### src/rtl/tt_um_cell_test_sequencer_pkg.sv
// Shared definitions for the cell test sequencer: FSM encoding, vector count
// and pin positions on the uio bus.
package tt_um_cell_test_sequencer_pkg;

    typedef enum logic [2:0] {
        ST_IDLE   = 3'd0,
        ST_DRIVE  = 3'd1,
        ST_SETTLE = 3'd2,
        ST_SAMPLE = 3'd3,
        ST_PULSE  = 3'd4,
        ST_DONE   = 3'd5
    } tcs_state_t;

    localparam int NUM_VECTORS = 4;

    // Outputs toward the cell block
    localparam int UIO_A_BIT    = 0;
    localparam int UIO_B_BIT    = 1;
    localparam int UIO_DCLK_BIT = 2;

    // Responses coming back from the cell block
    localparam int UIO_AND_BIT  = 4;
    localparam int UIO_OR_BIT   = 5;
    localparam int UIO_XOR_BIT  = 6;
    localparam int UIO_Q_BIT    = 7;

    localparam logic [7:0] UIO_OE_MASK = 8'h07;

endpackage

### src/rtl/tt_um_cell_test_sequencer_expect_model.sv
// Combinational reference for the cell block: expected {q, xor, or, and}
// plus a care mask that hides the flop output while its state is unknown.
module tcs_expect_model (
    input  logic       a,
    input  logic       b,
    input  logic       q_model,
    input  logic       mask_q,
    output logic [3:0] exp_bits,
    output logic [3:0] care
);

    // Expected response and which of its bits are meaningful this sample
    assign exp_bits = {q_model, a ^ b, a | b, a & b};
    assign care     = {~mask_q, 3'b111};

endmodule

### src/rtl/tt_um_cell_test_sequencer.sv
// Self-test controller for an off-chip AND/OR/XOR/DFF cell block. Walks the
// four {b,a} vectors NUM_PASSES times, pulses the block's clock once per
// vector, checks the responses and reports a saturating mismatch count.
module tt_um_cell_test_sequencer
    import tt_um_cell_test_sequencer_pkg::*;
#(
    parameter int NUM_PASSES = 4,
    parameter int CNT_W      = 4
) (
    input  logic       clk,
    input  logic       rst_n,
    input  logic       ena,
    input  logic [7:0] ui_in,
    output logic [7:0] uo_out,
    input  logic [7:0] uio_in,
    output logic [7:0] uio_out,
    output logic [7:0] uio_oe
);

    localparam logic [CNT_W-1:0] CNT_MAX  = {CNT_W{1'b1}};
    localparam logic [CNT_W-1:0] CNT_ONE  = {{(CNT_W-1){1'b0}}, 1'b1};
    localparam logic [7:0]       LAST_PASS = 8'(NUM_PASSES - 1);
    localparam logic [1:0]       LAST_IDX  = 2'(NUM_VECTORS - 1);

    tcs_state_t        state;
    logic [1:0]        idx;
    logic [7:0]        pass_cnt;
    logic [3:0]        settle_len;
    logic [3:0]        settle_cnt;
    logic              q_model;
    logic              start_prev;
    logic [CNT_W-1:0]  mis_cnt;
    logic              last_mis;
    logic              busy_flag;
    logic              done_flag;
    logic              pass_flag;
    logic [1:0]        vec_ab;
    logic              dut_clk;

    logic              start_edge;
    logic              abort;
    logic              busy_state;
    logic              first_vec;
    logic [3:0]        resp;
    logic [3:0]        exp_bits;
    logic [3:0]        care;
    logic              mismatch;
    logic              unused_bits;

    assign start_edge = ui_in[0] & ~start_prev;
    assign abort      = ui_in[1];
    assign busy_state = (state == ST_DRIVE) || (state == ST_SETTLE) ||
                        (state == ST_SAMPLE) || (state == ST_PULSE);
    assign first_vec  = (idx == 2'd0) && (pass_cnt == 8'd0);
    assign resp       = {uio_in[UIO_Q_BIT], uio_in[UIO_XOR_BIT],
                         uio_in[UIO_OR_BIT], uio_in[UIO_AND_BIT]};
    assign mismatch   = |((resp ^ exp_bits) & care);
    assign unused_bits = &{1'b0, uio_in[3:0], ui_in[3:2]};

    tcs_expect_model u_expect (
        .a        (vec_ab[0]),
        .b        (vec_ab[1]),
        .q_model  (q_model),
        .mask_q   (first_vec),
        .exp_bits (exp_bits),
        .care     (care)
    );

    // Sequencer FSM with its counters, reference flop and status registers
    always_ff @(posedge clk) begin
        if (!rst_n) begin
            state      <= ST_IDLE;
            idx        <= 2'd0;
            pass_cnt   <= 8'd0;
            settle_len <= 4'd0;
            settle_cnt <= 4'd0;
            q_model    <= 1'b0;
            start_prev <= 1'b0;
            mis_cnt    <= '0;
            last_mis   <= 1'b0;
            busy_flag  <= 1'b0;
            done_flag  <= 1'b0;
            pass_flag  <= 1'b0;
            vec_ab     <= 2'd0;
            dut_clk    <= 1'b0;
        end else if (ena) begin
            start_prev <= ui_in[0];
            if (busy_state && abort) begin
                state     <= ST_IDLE;
                idx       <= 2'd0;
                pass_cnt  <= 8'd0;
                vec_ab    <= 2'd0;
                dut_clk   <= 1'b0;
                busy_flag <= 1'b0;
                done_flag <= 1'b0;
                pass_flag <= 1'b0;
            end else begin
                case (state)
                    ST_IDLE, ST_DONE: begin
                        if (start_edge && !abort) begin
                            state      <= ST_DRIVE;
                            idx        <= 2'd0;
                            pass_cnt   <= 8'd0;
                            settle_len <= ui_in[7:4];
                            mis_cnt    <= '0;
                            busy_flag  <= 1'b1;
                            done_flag  <= 1'b0;
                            pass_flag  <= 1'b0;
                            vec_ab     <= 2'd0;
                            dut_clk    <= 1'b0;
                        end
                    end
                    ST_DRIVE: begin
                        if (settle_len == 4'd0) begin
                            state <= ST_SAMPLE;
                        end else begin
                            state      <= ST_SETTLE;
                            settle_cnt <= settle_len - 4'd1;
                        end
                    end
                    ST_SETTLE: begin
                        if (settle_cnt == 4'd0) begin
                            state <= ST_SAMPLE;
                        end else begin
                            settle_cnt <= settle_cnt - 4'd1;
                        end
                    end
                    ST_SAMPLE: begin
                        last_mis <= mismatch;
                        if (mismatch && (mis_cnt != CNT_MAX)) begin
                            mis_cnt <= mis_cnt + CNT_ONE;
                        end
                        state   <= ST_PULSE;
                        dut_clk <= 1'b1;
                    end
                    ST_PULSE: begin
                        dut_clk <= 1'b0;
                        q_model <= vec_ab[0];
                        idx     <= idx + 2'd1;
                        if ((idx == LAST_IDX) && (pass_cnt == LAST_PASS)) begin
                            state     <= ST_DONE;
                            vec_ab    <= 2'd0;
                            busy_flag <= 1'b0;
                            done_flag <= 1'b1;
                            pass_flag <= (mis_cnt == '0);
                        end else begin
                            state  <= ST_DRIVE;
                            vec_ab <= idx + 2'd1;
                            if (idx == LAST_IDX) begin
                                pass_cnt <= pass_cnt + 8'd1;
                            end
                        end
                    end
                    default: begin
                        state <= ST_IDLE;
                    end
                endcase
            end
        end
    end

    // Place the stimulus and cell clock on their uio pins
    always_comb begin
        uio_out               = 8'h00;
        uio_out[UIO_A_BIT]    = vec_ab[0];
        uio_out[UIO_B_BIT]    = vec_ab[1];
        uio_out[UIO_DCLK_BIT] = dut_clk;
    end

    assign uio_oe = UIO_OE_MASK;
    assign uo_out = {last_mis, pass_flag, done_flag, busy_flag, 4'(mis_cnt)};

endmodule
### config.mk
export PLATFORM = sky130hd
export DESIGN_NAME = tt_um_cell_test_sequencer
export DESIGN_NICKNAME = d
export VERILOG_FILES = /design/src/rtl/tt_um_cell_test_sequencer_pkg.sv /design/src/rtl/tt_um_cell_test_sequencer_expect_model.sv /design/src/rtl/tt_um_cell_test_sequencer.sv
export SDC_FILE = /design/constraint.sdc
export NUM_CORES = 1
export LEC_CHECK = 0
export CORE_UTILIZATION = 56
export CTS_CLUSTER_SIZE = 25
export DETAILED_ROUTE_END_ITERATION = 7
export PLACE_DENSITY = 0.92
export SLEW_MARGIN = 20
export SYNTH_ARGS = -nofsm -noshare
export SYNTH_HDL_FRONTEND = slang
export SYNTH_SLANG_ARGS = --single-unit
export TNS_END_PERCENT = 20
### constraint.sdc
create_clock -name clk -period 4.53 [get_ports clk]
set_clock_uncertainty 0.05 [all_clocks]
set_input_delay 0.453 -clock clk [delete_from_list [all_inputs] [get_ports clk]]
set_output_delay 0.453 -clock clk [all_outputs]
set_load 0.01 [all_outputs]
==> metrics.md, run 1 <==
| Metric | Value |
|---|---|
| Worst rel slew slack | 47.45% |
| Hold Startpoint | last_mis |
| Initial antenna violation count | 0 |
| Sum of negative setup slack | 0 ns |
| FMAX | 409.4 MHz |
| RSZ-0062 raised after global routing | no |
| Layout cell share with drive strength beyond 1 | under 10% |
| Seq/Total Area, Yosys | 31.03% |
| Core Region | 3716 µm² |
| CP Class | input port to flip-flop |
| Starting DRT DRC Count | 97 |
| Met1 wire length | between 1500 and 2000 µm |
| Clock sink total | 34 |
| FF-to-FF path depth | 6 |
| Clk_lat worst skew | between 0.2 and 0.3 ns |
| Vias in the first global route | 1822 |
| DR WL met3 | 163 µm |
| ANT cells | 0 |
| Pwr per Cell Area | about 260 nW/µm² |
| Clock Power Share | a little under two fifths |
| Post-CTS resize count | 0 |
| Mapped Cells | roughly 270 |
| Cell Rows | 22 |
| Synth Area per Inst | just over 8 µm² |
| Status | finished, final reports clean |
| Port bufs | 23 |
| Layout Area Growth over Synthesis | 8.842% |
| IO Pins | 43 |
| Clock slew at reported path FFs | 0.07 ns |
| Crit path max fanout | 27 |
| VDD IR max | 0.0001789 V |
| CTS tree | done |
| Net Sw Frac | roughly 26% |
| Crit path max-delay family | buffers and inverters |
| All-Layer GR Usage | 24.08% |
| Worst Setup End Kind | flip-flop |
| Multi-input gate area | around 1300 µm² |
| DR vias | 1841 |
| CTS root buf | clkbuf_8 |
| Hold EP | last_mis |
| Total power | slightly above 600 µW |
| Crit path cell chain | clkdlybuf4s50_1, clkinv_1, o32ai_1 |
| Maximum clock path buffer count | 2 |
| Max layer used | met4 |
| DR WL met2 | 2289 µm |
| Drt pass-1 iters | 4 |
| Placer Congestion | 0.8508 |
| CTS buffer count | 5 |
| Sequential cell area | approximately 680 µm² |
| Final net count | 302 |
| Count of unique library cells instantiated by Yosys | 55 |
| Post-synth EDFFs | 0 |
| P_int | 453.6 µW |
| Routed len/inst | 13.89 µm |
| HPWL after detailed placement | 3284 µm |
| Global-route wire length before repair | between 7000 and 8000 µm |
| Die area | 4171 µm² |
| WP data required | 4.66 ns |
| Synth async-reset ratio | 0% |
| Tcrit/Tclk final | 53.92% |
| Flops & latches, synth | 34 |
| Worst setup startpoint | rst_n |
| Sequential fraction of design power | 50.7% |
| R2R Setup Slk | roughly 2.1 ns |
| Critical path buffers and inverters | 2 |
| Post-CTS Setup Bufs | 0 |
| Ys Warns | 0 |
| R2r endpoint | settle_cnt[2] |
| Combinational share of power | 11.3% |
| Mapped Area | 2193 µm² |
| Critical path arrival | 2.58 ns |
| Fill cell count | ~330 |
| Initial Utilization | 59.02% |
| DIE HEIGHT | ~65 µm |
| Die X | 64.59 µm |
| Final setup vio count | 0 |
| Overflow after GRT | 0 |
| Cts hold-fix bufs | 0 |
| Leak pwr | 0.8303 nW |
| # H-tree levels | 2 |
| DRC violations left | 0 |
| Main synth FF type | dfxtp_1 |
| Minimum clock period | around 2.4 ns |
| Post-DR vias/cell | ~5.7 |
| Max_cap viols | 0 |
| HP Class | flip-flop to flip-flop |
| Crit start category | input port |
| Net Sw Power | roughly 160 µW |
| Worst R2R Start | state[1] |
| Crit path max-delay cell type | clkdlybuf4s50_1 |
| Worst Hold Path Cells | 2 |
| Slew at the pin closest to its max-slew limit | 0.7833 ns |
| Post-route ant nets | 0 |
| Final wirelength | roughly 4500 µm |
| Final hold violations | 0 |
| Max stage delay on crit path | between 0.7 and 0.8 ns |
| Final Max Tran Viols | 0 |
| Largest net degree at the start of global routing | 28 |
power groups by stage:
| stage | registers, mW | logic [mW] | clock network [mW] |
|---|---|---|---|
| after floorplan | 0.312 | 0.0632 | 0 |
| after global placement | 0.316 | 0.0658 | 0 |
| after detailed placement | 0.316 | 0.0678 | 0 |
| after CTS | 0.309 | 0.0683 | 0.237 |
| after global routing | 0.310 | 0.0761 | 0.254 |
| final | 0.310 | 0.0691 | 0.232 |
worst min-delay path: stages, from the launching register on:
cell and delay, ns:
dfxtp_1 0.32, nand2_1 0.06, a21oi_1 0.05
routing by layer:
layer | vias up | GRT usage [%]
met3 | 11 | 4.401
li1 | 920 | -
met4 | 0 | 11.94
met1 | 856 | 27.41
met2 | 54 | 42.76
met5 | - | 0
logic make-up (layout without fill, tap and decap cells):
kind of cell | Yosys count | after routing | share of synthesized area [%]
other | 2 | 13 | 0.3424
adder cells (fa/ha/maj) | 9 | 9 | 5.134
flip-flops | 34 | 34 | 31.03
multiplexers | 10 | 10 | 4.621
AO/OA/AOI/OAI | 57 | 57 | 17.85
buffers and inverters | 43 | 42 | 12.49
AND/OR/NAND/NOR | 106 | 106 | 26.93
XOR/XNOR | 4 | 4 | 1.598
cells in the mapped netlist, types with 3 or more instances:
master	count	area share, %
nand2_1	28	4.8
and4_1	3	1.2
buf_4	23	7.9
mux2i_1	9	4.1
buf_6	3	1.5
nor4_1	3	0.86
ha_1	9	5.1
inv_1	10	1.7
nor2b_1	5	1.4
nand3b_1	4	1.4
nand2b_1	4	1.1
dfxtp_1	34	31
nor3_1	6	1.4
and2_1	3	0.86
or3_1	3	0.86
a31oi_1	5	1.4
o32ai_1	4	1.6
a21oi_1	21	4.8
buf_2	3	0.68
nor2_1	22	3.8
nand3_1	8	1.8
clkbuf_1	3	0.51
xnor2_1	3	1.2
nand4_1	3	0.86
o21ai_0	7	1.6
nor3b_1	4	1.4
worst max path at each step:
stage / endpoint / slack [ns] / cells after the start
5_1_grt: state[0] / 1.92 / 3
3_3_place_gp: pass_cnt[1] / 1.69 / 6
4_1_cts: pass_cnt[1] / 1.88 / 5
6_report: pass_cnt[1] / 2.09 / 3
2_1_floorplan: settle_cnt[2] / 2.63 / 8
3_5_place_dp: pass_cnt[1] / 1.61 / 6
cell type report:
| cell class | count | area share, % |
|---|---|---|
| multi-input cells | 199 | 53.77 |
| clock inverters | 1 | 0.2096 |
| inverters | 11 | 1.730 |
| flip-flops and latches | 34 | 28.51 |
| well taps | 48 | 2.516 |
| clock buffers | 7 | 3.616 |
| repair buffers | 23 | 9.644 |
layout by cell type (no fill, tap or decap), drive strengths merged, types with 9 or more instances in the layout:
| cell type | instances |
|---|---|
| conb | 13 |
| o21ai | 9 |
| ha | 9 |
| dfxtp | 34 |
| nor2 | 23 |
| mux2i | 9 |
| nand2 | 29 |
| inv | 10 |
| a21oi | 21 |
| clkdlybuf4s50 | 23 |
sequential cells by signal, indices dropped and copies added, names as in the netlist:
name / flops
busy_flag: 1
done_flag: 1
dut_clk: 1
idx: 2
last_mis: 1
mis_cnt: 4
pass_cnt: 8
pass_flag: 1
q_model: 1
settle_cnt: 4
settle_len: 4
start_prev: 1
state: 3
vec_ab: 2
through the flow:
step	setup WS [ns]	cells	cell area, µm²	utilization (%)	hold slack, ns
finish	2.087	323	2387	64.24	0.4273
global route	1.923	323	2387	64.24	0.4476
CTS	1.881	323	2384	64.14	0.4299
detailed placement	1.612	315	2292	61.68	0.4205
global placement	1.691	315	2292	61.68	0.4073
floorplan	2.633	276	2235	-	0.3867
Note: power is estimated with default switching activity, not from simulation.
==> run 2, diff against run 1 <==
Settings changed: CORE_UTILIZATION 56 to 52, PLACE_DENSITY 0.92 to 0.86.
Clock period 4.53 ns to 2.5 ns, I/O delays scaled along.
==> run 2 against run 1 <==
- total power increased by 92%
- critical path depth increased by 3
- register-to-register slack got worse by 1.8 ns
- routed wire length decreased by 1.5%
- sequential share of layout area decreased by 0.81 points
- utilization decreased by 3.2 points
- count of clock-buffer cells in the layout increased by 1
- worst setup slack got worse by 1.8 ns
- final cell count increased by 2.8%
- critical path type is now flip-flop to flip-flop
- critical endpoint is now settle_cnt[2]
- largest cell class unchanged
- largest power group unchanged
==> metrics.md, run 2 (synthesis gave the netlist of run 1 again) <==
| Metric | Value |
|---|---|
| Total power | 1.173 mW |
| Slew at the pin closest to its max-slew limit | ~0.61 ns |
| Drt pass-1 iters | 4 |
| Critical path arrival | about 2.4 ns |
| Die X | 66.95 µm |
| Final wirelength | 4416 µm |
| Initial Utilization | 54.44% |
| Crit start category | flip-flop |
| Post-CTS Setup Bufs | 0 |
| Final setup vio count | 0 |
| CTS root buf | clkbuf_8 |
| Post-DR vias/cell | between 5 and 6 |
| Final net count | 309 |
| Most common cell after layout, fill and taps aside | dfxtp_1 |
| HPWL after detailed placement | 3214 µm |
| Starting DRT DRC Count | 126 |
| DRC violations left | 0 |
| Global-route wire length before repair | 7562 µm |
| Initial antenna violation count | 0 |
| Die area | approximately 4500 µm² |
| Port bufs | 23 |
| Crit path max fanout | 12 |
| HP Class | flip-flop to flip-flop |
| Maximum clock path buffer count | 2 |
| Status | finished, final reports clean |
| Overflow after GRT | 0 |
| FMAX | about 450 MHz |
| ANT cells | 0 |
| Design Area, Final | roughly 2500 µm² |
| RSZ-0062 raised after global routing | no |
| All-Layer GR Usage | 22.34% |
| Worst Setup End Kind | flip-flop |
| Crit path max-delay cell type | or3b_1 |
| Routed len/inst | 13.30 µm |
| Largest net degree at the start of global routing | 19 |
| Cts hold-fix bufs | 0 |
| Clock sink total | 34 |
| Core Region | 4029 µm² |
| Post-CTS resize count | 0 |
| IO Pins | 43 |
| Cell Rows | 23 |
| Sum of negative setup slack | 0 ns |
| CTS buffer count | 5 |
| Final hold violations | 0 |
| Worst rel slew slack | 58.99% |
| CP Class | flip-flop to flip-flop |
| Vias in the first global route | 1764 |
| Max_cap viols | 0 |
| Clk_lat worst skew | 0.29 ns |
| Layout Area Growth over Synthesis | 12.04% |
| Pwr per Cell Area | 477.4 nW/µm² |
| Cell count after placement | 324 |
| Most frequent cells in the layout | dfxtp_1, nand2_1, clkdlybuf4s50_1 |
| Minimum clock period | around 2.2 ns |
| # H-tree levels | 2 |
| Placed standard-cell area | 2347 µm² |
| Final cell count without fillers | roughly 330 |
| Placer Congestion | 0.8611 |
| VDD IR max | between 0.0003 and 0.0004 V |
| WP data required | 2.64 ns |
| Leak pwr | 0.8734 nW |
| DIE HEIGHT | 66.95 µm |
| Biggest register | pass_cnt |
| Tcrit/Tclk final | 88.43% |
| Post-route ant nets | 0 |
| DR vias | 1851 |
| Max stage delay on crit path | 0.56 ns |
| Clock slew at reported path FFs | about 0.070 ns |
| Layout cell share with drive strength beyond 1 | 9.574% |
| Final Max Tran Viols | 0 |
| Crit path cell chain | or3b_1, mux2i_1, ha_1, nand2_1, a2111o_1, o311ai_1 |
| CTS tree | done |
| Largest register FFs | 8 |
run 2: changes by cell type in the layout (fill, tap and decap cells not counted):
cell and delta:
buf_4 +7, clkbuf_1 -1, clkbuf_8 +2, clkinv_2 -1, o21ai_1 +1, o21ai_2 -1
run 2: where the power goes:
part           switching, mW  internal (mW)  total [mW]
clock                  0.203          0.278       0.481
combinational         0.0764         0.0565       0.133
sequential            0.0101          0.549       0.559
total                  0.289          0.884        1.17
run 2: layout make-up:
cell class / count / area (µm²)
clock buffers: 8 / 110.1
fillers: 335 / 1572
inverters: 11 / 41.29
multi-input cells: 199 / 1280
flip-flops and latches: 34 / 680.7
well taps: 50 / 62.56
repair buffers: 30 / 282.8
run 2: layer usage:
| metal | global-route usage [%] | vias up | wire length [µm] |
|---|---|---|---|
| met5 | 0 | - | 0 |
| met4 | 6.649 | 0 | 56 |
| met3 | 6.678 | 9 | 200 |
| met2 | 38.89 | 46 | 2126 |
| met1 | 26.01 | 858 | 2031 |
| li1 | - | 938 | - |
run 2: stage by stage:
stage	util [%]	hold WS, ns	setup slack, ns
final	60.99	0.4132	0.2892
after global routing	60.99	0.4548	0.2283
after CTS	60.99	0.4229	0.3159
after detailed placement	58.26	0.4133	0.2500
after global placement	58.26	0.3984	0.2834
after floorplan	-	0.3472	0.6030
run 2: worst paths after layout:
kind / start / to / slack [ns] / cells past startpoint
max: state[0] / settle_cnt[2] / 0.29 / 6
min: last_mis / last_mis / 0.41 / 2
max reg2reg: state[0] / settle_cnt[2] / 0.29 / 6
min reg2reg: last_mis / last_mis / 0.41 / 2
run 2: worst max-delay path, delay by kind of cell, from the launching register on:
kind,cells,cell delay [ns]
AOI/OAI and AO/OA,2,0.47
adders and majority gates,1,0.25
DFF,1,0.43
muxes,1,0.27
and+or+nand+nor,2,0.64
==> run 3, diff against run 2 <==
Settings changed: CORE_ASPECT_RATIO set to 0.5.
==> run 3 against run 2 <==
- critical path type unchanged
- sequential cell count stayed put
- critical path depth is 1 lower
- maximum frequency increased by 4.1%
- final cell count rose by 1.5%
- die area grew 0.35%
- cell area increased by 0.36%
- worst setup slack improved by 0.086 ns
- largest cell class unchanged
==> metrics.md, run 3 (synthesis gave the netlist of run 1 again) <==
| Metric | Value |
|---|---|
| Status | finished, final reports clean |
| Largest net degree at the start of global routing | 20 |
| Clock Power Share | 41.8% |
| Minimum clock period | 2.124 ns |
| Cts hold-fix bufs | 0 |
| Most common cell after layout, fill and taps aside | dfxtp_1 |
| HP Class | flip-flop to flip-flop |
| Routed len/inst | 13.69 µm |
| # H-tree levels | 2 |
| Pwr per Cell Area | 483.0 nW/µm² |
| HPWL after detailed placement | 3403 µm |
| Starting DRT DRC Count | 83 |
| Drt pass-1 iters | 4 |
| CTS tree | done |
| CP Class | flip-flop to flip-flop |
| Overflow after GRT | 0 |
| Post-CTS resize count | 0 |
| Die X | 93.85 µm |
| DRC violations left | 0 |
| Worst rel slew slack | 58.00% |
| Leak pwr | 0.8731 nW |
| Cell Rows | 16 |
| Sequential fraction of design power | 47.0% |
| DIE HEIGHT | 47.93 µm |
| FF-to-FF path depth | 5 |
| Slew at the pin closest to its max-slew limit | 0.6243 ns |
| Vias in the first global route | between 1500 and 2000 |
| Critical path arrival | 2.28 ns |
| Clock sink total | 34 |
| GR Util met1 | 25.82% |
| Hold WS | 0.4284 ns |
| Post-route ant nets | 0 |
| Sum of negative setup slack | 0 ns |
| DR vias | between 1500 and 2000 |
| VDD IR max | 0.0003521 V |
| Layout Area Growth over Synthesis | 12.44% |
| Worst Setup End Kind | flip-flop |
| Met2 Track Usage GR | 41.75% |
| CTS root buf | clkbuf_8 |
| Post-CTS Setup Bufs | 0 |
| ANT cells | 0 |
| Die area | 4498 µm² |
| Final hold violations | 0 |
| Final net count | 310 |
| Final wirelength | 4613 µm |
| Final setup vio count | 0 |
| Clk_lat worst skew | between 0.2 and 0.3 ns |
| Util after Layout | 62.22% |
| Tcrit/Tclk final | 84.98% |
| Core Region | 3964 µm² |
| FMAX | 470.7 MHz |
| Placer Congestion | 0.8408 |
| Net Sw Power | between 200 and 300 µW |
| Maximum clock path buffer count | 2 |
| CTS buffer count | 5 |
| WP data required | between 2 and 3 ns |
| Final Max Tran Viols | 0 |
| Crit path max fanout | 12 |
| Design Area, Final | ~2500 µm² |
| Crit start category | flip-flop |
| Post-DR vias/cell | 5.665 |
| Max_cap viols | 0 |
| Gr busiest metal | met2 |
| Largest register FFs | 8 |
| Clock slew at reported path FFs | 0.07 ns |
| P_int | roughly 900 µW |
| RSZ-0062 raised after global routing | no |
| Placed standard-cell area | 2360 µm² |
| Combinational share of power | 11.2% |
| Biggest register | pass_cnt |
| Layout cell share with drive strength beyond 1 | between 9 and 10% |
| IO Pins | 43 |
| Initial Utilization | roughly 55% |
| Met3 usage | under 10% |
| Worst Hold Path Cells | 2 |
| Net Sw Frac | between 20% and 30% |
| Port bufs | 23 |
| All-Layer GR Usage | 22.45% |
| Most frequent cells in the layout | dfxtp_1, nand2_1, clkdlybuf4s50_1 |
| Initial antenna violation count | 0 |
| Global-route wire length before repair | about 7500 µm |
[run 3: cell count changes in the layout (fill, tap and decap cells not counted), sizes merged]
cell / delta
buf: +1
clkbuf: -1
bufinv: +1
[run 3: per-stage QoR]
| stage | cells | setup WS (ns) | total power, mW |
|---|---|---|---|
| final | 337 | 0.3755 | 1.191 |
| after detailed placement | 329 | 0.2950 | 0.7037 |
| after CTS | 337 | 0.3798 | 1.195 |
| after global routing | 337 | 0.2056 | 1.238 |
| after global placement | 329 | 0.3580 | 0.6992 |
| after floorplan | 276 | 0.6030 | 0.6805 |
[run 3: final cells by class]
class / instances / area, µm²
clock inverter: 1 / 30.03
multi-input combinational: 199 / 1280
sequential: 34 / 680.7
clock buffer: 7 / 76.32
inverter: 11 / 41.29
timing repair buffer: 31 / 290.3
tap: 54 / 67.56
fill: 348 / 1498
[run 3: path summary, 6_finish.rpt]
kind	startpoint	end	slack, ns
max	state[0]	mis_cnt[3]	0.38
min	q_model	q_model	0.43
max reg2reg	state[0]	mis_cnt[3]	0.38
min reg2reg	q_model	q_model	0.43
[run 3: power groups by stage]
| stage | logic [mW] | registers (mW) | clock network [mW] |
|---|---|---|---|
| 6_report | 0.134 | 0.559 | 0.498 |
| 5_1_grt | 0.147 | 0.561 | 0.530 |
| 4_1_cts | 0.133 | 0.559 | 0.503 |
| 3_5_place_dp | 0.132 | 0.571 | 0 |
| 3_3_place_gp | 0.129 | 0.571 | 0 |
| 2_1_floorplan | 0.115 | 0.566 | 0 |
[run 3: routing by layer]
metal	part of all wire [%]	vias up
li1	-	941
met1	45	905
met2	48	50
met3	4.2	13
met4	2.1	0
met5	0	-
[run 3: worst max-delay path, stage by stage (launching register included)]
cell and delay [ns]:
dfxtp_1 0.58, nor2b_1 0.48, nand2_1 0.19, or3_1 0.33, mux2_2 0.26, a21oi_1 0.14
